<file path="config.mk">
export PLATFORM = sky130hd
export DESIGN_NAME = serial_frame_deserializer
export DESIGN_NICKNAME = d
export VERILOG_FILES = /design/src/rtl/serdes_pkg.sv /design/src/rtl/serdes_out_buf.sv /design/src/rtl/serial_frame_deserializer.sv
export SDC_FILE = /design/constraint.sdc
export NUM_CORES = 1
export LEC_CHECK = 0
export CORE_ASPECT_RATIO = 0.75
export CORE_UTILIZATION = 50
export CTS_CLUSTER_DIAMETER = 40
export CTS_CLUSTER_SIZE = 8
export DETAILED_ROUTE_END_ITERATION = 8
export PLACE_DENSITY_LB_ADDON = 0.1
export RECOVER_POWER = 100
export SETUP_SLACK_MARGIN = 0.3
export SLEW_MARGIN = 10
export SYNTH_ARGS = -nofsm -noshare
export SYNTH_HDL_FRONTEND = slang
export SYNTH_SLANG_ARGS = --single-unit
</file>
<file path="constraint.sdc">
create_clock -name clk -period 2.3 [get_ports clk]
set_clock_uncertainty 0.05 [all_clocks]
set_input_delay 0.46 -clock clk [delete_from_list [all_inputs] [get_ports clk]]
set_output_delay 0.46 -clock clk [all_outputs]
set_load 0.02 [all_outputs]
</file>
<file path="src/rtl/serdes_pkg.sv">
// serdes_pkg
// Shared definitions for the serial framing blocks (deserializer and the
// matching serializer): frame FSM states, bit-order constants and the
// bit-counter width helper.
// No ports.

package serdes_pkg;

  // Frame FSM states shared by serializer and deserializer.
  typedef enum logic {
    IDLE  = 1'b0,
    SHIFT = 1'b1
  } state_t;

  // Bit-order selector values for the MSB_FIRST parameter.
  localparam int SER_MSB_FIRST = 1;
  localparam int SER_LSB_FIRST = 0;

  // Counter wide enough to hold WIDTH+1 (a data frame plus parity bit).
  function automatic int counterWidth(input int width);
    return $clog2(width + 2);
  endfunction

endpackage

</file>
<file path="src/rtl/serdes_out_buf.sv">
// serdes_out_buf
// One-entry valid/ready holding register for completed words. A new word is
// taken when the entry is empty or is being drained in the same cycle;
// otherwise it is dropped and the sticky overrun flag is raised.
// Ports:
//   clk, rst_n     clock, synchronous active-low reset
//   i_load         a completed word is offered this cycle
//   i_data/i_perr  offered word and its parity-error flag
//   i_rdy          consumer ready
//   i_overrunClr   synchronous clear of the overrun flag
//   o_data/o_perr  buffered word and parity-error flag
//   o_vld          buffered word valid
//   o_overrun      sticky drop indication

module serdes_out_buf
  import serdes_pkg::*;
#(
  parameter int WIDTH = 8
) (
  input  logic             clk,
  input  logic             rst_n,
  input  logic             i_load,
  input  logic [WIDTH-1:0] i_data,
  input  logic             i_perr,
  input  logic             i_rdy,
  input  logic             i_overrunClr,
  output logic [WIDTH-1:0] o_data,
  output logic             o_perr,
  output logic             o_vld,
  output logic             o_overrun
);

  logic [WIDTH-1:0] r_data;
  logic             r_perr;
  logic             r_vld;
  logic             r_overrun;

  logic w_accept;
  logic w_take;
  logic w_drop;

  assign w_accept = r_vld & i_rdy;
  // Draining and refilling in the same cycle gives zero-bubble back-to-back words.
  assign w_take   = i_load & (~r_vld | i_rdy);
  assign w_drop   = i_load & r_vld & ~i_rdy;

  // Data is only written on a take so it stays stable (and not zeroed) after a drain.
  always_ff @(posedge clk) begin
    if (!rst_n) begin
      r_data    <= '0;
      r_perr    <= 1'b0;
      r_vld     <= 1'b0;
      r_overrun <= 1'b0;
    end else begin
      if (w_take) begin
        r_data <= i_data;
        r_perr <= i_perr;
        r_vld  <= 1'b1;
      end else if (w_accept) begin
        r_vld  <= 1'b0;
      end
      // A drop in the same cycle as a clear keeps the flag set.
      if (w_drop) begin
        r_overrun <= 1'b1;
      end else if (i_overrunClr) begin
        r_overrun <= 1'b0;
      end
    end
  end

  assign o_data    = r_data;
  assign o_perr    = r_perr;
  assign o_vld     = r_vld;
  assign o_overrun = r_overrun;

endmodule

</file>
<file path="src/rtl/serial_frame_deserializer.sv">
// serial_frame_deserializer
// Collects a strobed serial bit stream, framed by a start-of-frame marker,
// into one WIDTH-bit word and presents it through a one-entry valid/ready
// buffer (serdes_out_buf).
// Build option: define SERIAL_FRAME_DESERIALIZER_PARITY_EN to expect one
// trailing even-parity bit per frame and report mismatches on dout_perr;
// without it dout_perr is constant 0.
// Ports:
//   clk, rst_n        clock, synchronous active-low reset
//   si, si_vld        serial bit and its strobe
//   si_sof            marks the strobed bit as frame bit 0
//   dout, dout_vld    received word and valid
//   dout_rdy          consumer ready
//   dout_perr         parity error for the presented word
//   overrun           sticky flag: a completed word was dropped
//   overrun_clr       synchronous clear of overrun

module serial_frame_deserializer
  import serdes_pkg::*;
#(
  parameter int WIDTH     = 8,
  parameter int MSB_FIRST = SER_MSB_FIRST
) (
  input  logic             clk,
  input  logic             rst_n,
  input  logic             si,
  input  logic             si_vld,
  input  logic             si_sof,
  output logic [WIDTH-1:0] dout,
  output logic             dout_vld,
  input  logic             dout_rdy,
  output logic             dout_perr,
  output logic             overrun,
  input  logic             overrun_clr
);

`ifdef SERIAL_FRAME_DESERIALIZER_PARITY_EN
  localparam int FLEN = WIDTH + 1;
`else
  localparam int FLEN = WIDTH;
`endif
  localparam int CNT_W = counterWidth(WIDTH);

  state_t            r_state;
  logic [CNT_W-1:0]  r_cnt;
  logic [FLEN-1:0]   r_shift;

  logic [FLEN-1:0]   w_nextShift;
  logic [WIDTH-1:0]  w_word;
  logic              w_perr;
  logic              w_lastBit;
  logic              w_complete;

  // The shift register spans the whole frame, so after FLEN bits it holds
  // exactly the frame; with parity the parity bit sits at the newest end.
  always_comb begin
    w_nextShift = r_shift;
    w_word      = '0;
    if (MSB_FIRST == SER_MSB_FIRST) begin
      w_nextShift = {r_shift[FLEN-2:0], si};
      w_word      = w_nextShift[FLEN-1 -: WIDTH];
    end else begin
      w_nextShift = {si, r_shift[FLEN-1:1]};
      w_word      = w_nextShift[WIDTH-1:0];
    end
  end

`ifdef SERIAL_FRAME_DESERIALIZER_PARITY_EN
  assign w_perr = ^w_nextShift;
`else
  assign w_perr = 1'b0;
`endif

  assign w_lastBit  = (r_cnt == CNT_W'(FLEN - 1));
  // A start-of-frame bit always restarts the frame, so it can never complete one.
  assign w_complete = si_vld & ~si_sof & (r_state == SHIFT) & w_lastBit;

  // Frame FSM: SOF (from any state) restarts at count 1; the bit that
  // reaches FLEN completes the frame and returns to IDLE on the same edge.
  always_ff @(posedge clk) begin
    if (!rst_n) begin
      r_state <= IDLE;
      r_cnt   <= '0;
      r_shift <= '0;
    end else if (si_vld) begin
      if (si_sof) begin
        r_shift <= w_nextShift;
        r_cnt   <= CNT_W'(1);
        r_state <= SHIFT;
      end else if (r_state == SHIFT) begin
        r_shift <= w_nextShift;
        if (w_lastBit) begin
          r_cnt   <= '0;
          r_state <= IDLE;
        end else begin
          r_cnt   <= r_cnt + CNT_W'(1);
        end
      end
    end
  end

  serdes_out_buf #(
    .WIDTH (WIDTH)
  ) u_outBuf (
    .clk          (clk),
    .rst_n        (rst_n),
    .i_load       (w_complete),
    .i_data       (w_word),
    .i_perr       (w_perr),
    .i_rdy        (dout_rdy),
    .i_overrunClr (overrun_clr),
    .o_data       (dout),
    .o_perr       (dout_perr),
    .o_vld        (dout_vld),
    .o_overrun    (overrun)
  );

endmodule

</file>
Word-level counts from Yosys, hierarchy flattened. Cells that the tools add are included.

Bits of input ports: 7. Register bits: 22. Word-level logic and storage cells: 35. Output and inout bits: 11.

$add $sub $neg: 1. Eq/ne operators: 1. Bitwise logic cells: 11. Multiplexer cells: 12. Reductions and logical operators: 4.

Operator list (count): $mux 7 (2); $mux 4 (3); $and 1x1->1 (7); $mux 1 (7); $reduce_bool 2->1 (3); $add 4x1->4 const B (1); $eq 4x3->1 const B (1); $not 1->1 (3); $reduce_and 2->1 (1); $or 1x1->1 (1).

Depth between registers and ports, before layout.
Word-level depth: 7. Gate-level depth with buffers: 4. Depth with buffers taken out: 4.

Cells and area by module. From an unflattened synthesis, not the netlist that was laid out.

Cell total of the unflattened synthesis: 109. Area, all modules: 975.9 sq um.

Modules (own cells, without submodules): serial_frame_deserializer (seq. area each 240.2 sq um, times used 1, cells an instance 62, area each 530.5 sq um); serdes_out_buf (seq. area each 220.2 sq um, times used 1, cells an instance 47, area each 445.4 sq um).

Worst setup path after synthesis. Ideal clock, no wire load.

Kind: input to register. From: in si_vld. To: reg u_outBuf.r_data[0] (netlist: u_outBuf.o_data[0]). Path buffers: 1. Arrival: 1.336 ns. Data required time: 2.178 ns. Path slack: 0.842 ns. Setup time: 0.072 ns. Stages on the path: 4. Cell sequence: buf_6 -> nand4b_4 -> nor3_4 -> mux2i_1.

Longest elaborated chain between the ends: 4.

RTL lines: start, declared (line serial_frame_deserializer.sv:27) `input logic si_vld,`; $and 1x1->1 (3 in series) (line serial_frame_deserializer.sv:76) `assign w_complete = si_vld & ~si_sof & (r_state == SHIFT) & w_lastBit;`; $and 1x1->1 (line serdes_out_buf.sv:44) `assign w_take = i_load & (~r_vld | i_rdy);`; end signal, assigned (line serdes_out_buf.sv:56) `r_data <= i_data;`; end, declared (line serdes_out_buf.sv:33) `logic [WIDTH-1:0] r_data;`.

Every way passes these cells. A chain may end at the register's enable or synchronous reset.

Final worst setup path.
From: in si_vld. To: reg u_outBuf.r_data[2] (netlist: u_outBuf.o_data[2]).

The elaborated chain is that of the path after synthesis.

==> results.json <==
{
  "outcome": "complete, no violations",
  "yosysSeqAreaShare_pct": 44.6,
  "rows": 13,
  "period_share_pct": 85.6,
  "slew_violations": 0,
  "netlist.area_leader.share_pct": 44.6,
  "drt_pass1_iterations": 4,
  "final_core_util_pct": 65.8,
  "nets": 127,
  "grt_start_max_net_pins": 14,
  "clk_path_buf_depth": 2,
  "drt-wirelength-per-cell_um": 11.3,
  "fin_crit_ps": 1970,
  "final-hold-violation-count": 0,
  "drc": 0,
  "pin_count": 18,
  "cts-resized-gates": 0,
  "tns_ps": 0,
  "start_util_pct": 55.2,
  "critPathKind": "in -> reg",
  "postCtsSetupRepairBufs": 0,
  "cts_buffers": 3,
  "fill_cells": 165,
  "drtIter0Drc": 7,
  "synthCells": 101,
  "grt_pass1_wl_um": 2540,
  "syn_area_um2": 988,
  "synth_nets": 109,
  "drive_above_1_share_pct": 8.55,
  "fin_ws_ps": 331,
  "synth_warnings": 0,
  "vias": 727,
  "p_leak_nw": 0.470,
  "detail-route-antenna-nets": 0,
  "synth_edf_count": 0,
  "wl_um": 1580,
  "synth_top_area_cell": "dfxtp_1",
  "htree_levels": 1,
  "area_delta_synth_final_pct": 19.1,
  "rsz0062_at_grt": "no",
  "clkTransAtPathRegs_ps": 110,
  "cp_data_arrival_time_ps": 2150,
  "synth.distinct_cells": 26,
  "grt_usage_pct": 17.6,
  "clk_latency_ps": 300,
  "required_ps": 2480,
  "yosysMostFrequentCell": "dfxtp_1",
  "dp_hpwl_um": 1170,
  "crit_path_end_kind": "flop",
  "die_h_um": 40.5,
  "gp_congestion": 0.850,
  "power_density_nw_per_um2": 516,
  "synth_area_leaders": "dfxtp_1, mux2i_1, nand2_1, nor2b_1, nand4b_4",
  "grt_pass1_vias": 581,
  "gr-total-overflow": 0,
  "numPortBuffers": 16,
  "place_ws_ps": 193,
  "cts_hold_buf": 0,
  "ys.flop_type": "dfxtp_1",
  "hold_class": "reg -> reg",
  "cts_tree": "done",
  "antenna_found_initial": 0,
  "max-vdd-ir-drop_mv": 0.468,
  "critPathMaxFanout": 9,
  "finalSetupViolCount": 0,
  "cap_violations": 0,
  "fmax_mhz": 508,
  "fp.dieW_um": 53.3,
  "core-area_um2": 1790,
  "ys_seq_elements": 22,
  "yosys-top-cells-count": "dfxtp_1, nand2_1, mux2i_1, nor2b_1, a21oi_1",
  "hold_ws_ps": 411,
  "async_flop_share_pct": 0,
  "num_antenna_cells": 0,
  "synth_area_per_cell_um2": 9.79,
  "fp.dieArea_um2": 2160,
  "critPathLaunchType": "input pin",
  "via_per_inst": 5.23,
  "clock-sinks": 22,
  "clock_tree.root_cell": "clkbuf_4"
}
## worst max-delay path, cell delays in order
cell and delay, ps:
dlygate4sd3_1 790, nand4b_4 180, nor3_4 190, clkbuf_2 290
mux2i_1 230
## sequential cells by signal, indices dropped and copies added, names as in the netlist
| signal | flops |
|---|---|
| r_cnt | 4 |
| u_outBuf.o_vld | 1 |
| r_shift | 7 |
| u_outBuf.o_data | 8 |
| u_outBuf.o_overrun | 1 |
| r_state | 1 |
## per-stage QoR
stage	power [mW]	std cells	instance area, µm²
floorplan	0.435	101	988
global placement	0.448	136	1160
detailed placement	0.449	136	1160
CTS	0.617	139	1180
global route	0.637	139	1180
finish	0.608	139	1180
## cell families (layout without fill, tap and decap cells)
logic type / Yosys count / after routing / synth area share, %
DFF: 22 / 22 / 44.6
other: 1 / 1 / 0.379
adders and majority gates: 1 / 1 / 1.27
muxes: 15 / 15 / 15.2
buffers and inverters: 9 / 25 / 5.32
AOI/OAI and AO/OA: 12 / 12 / 8.73
and+or+nand+nor: 41 / 41 / 24.6
## path summary, 6_finish.rpt
| check | slack [ps] | end | start | depth (start not counted) |
|---|---|---|---|---|
| worst max register to register | 670 | u_outBuf.o_data[2]$_SDFFE_PN0P_ | r_cnt[0]$_SDFFE_PN0P_ | 5 |
| worst max-delay path | 330 | u_outBuf.o_data[2]$_SDFFE_PN0P_ | si_vld | 5 |
| worst min register to register | 410 | u_outBuf.o_data[5]$_SDFFE_PN0P_ | u_outBuf.o_data[5]$_SDFFE_PN0P_ | 2 |
| worst min-delay path | 410 | u_outBuf.o_data[5]$_SDFFE_PN0P_ | u_outBuf.o_data[5]$_SDFFE_PN0P_ | 2 |
## cell usage in the layout (no fill, tap or decap), types with 2 or more instances in the layout
cell,Yosys,routed
inv_1,3,3
mux2i_1,15,15
a21oi_1,4,4
nand2_1,20,20
dlygate4sd3_1,0,11
nor2_1,3,3
nand4b_1,2,2
buf_4,1,2
nor2b_1,7,7
nand3b_1,2,2
o21a_1,3,3
clkbuf_4,0,3
dfxtp_1,22,22
clkdlybuf4s50_1,0,5
nor4b_1,2,2
## routing by layer
metal,wire (µm),GRT usage (%),part of all wire [%],vias up
met4,10,5.92,0.63,0
met1,834,22.1,53,332
met2,657,26.9,42,13
met3,72,7.95,4.6,2
met5,0,0,0,-
li1,-,-,-,380
## cell type report
type | instances | area (µm²) | share of cell area (%)
Inverter | 3 | 11.3 | 0.956
Timing Repair Buffer | 19 | 180 | 15.3
Multi-Input combinational cell | 70 | 495 | 42.1
Sequential cell | 22 | 440 | 37.4
Tap cell | 22 | 27.5 | 2.34
Clock buffer | 3 | 22.5 | 1.91
## where the power goes
group | internal, mW | switching [mW]
Combinational | 0.0233 | 0.0248
Clock | 0.0611 | 0.107
Sequential | 0.385 | 0.00656
No activity file was read; power rests on OpenSTA's default activity.
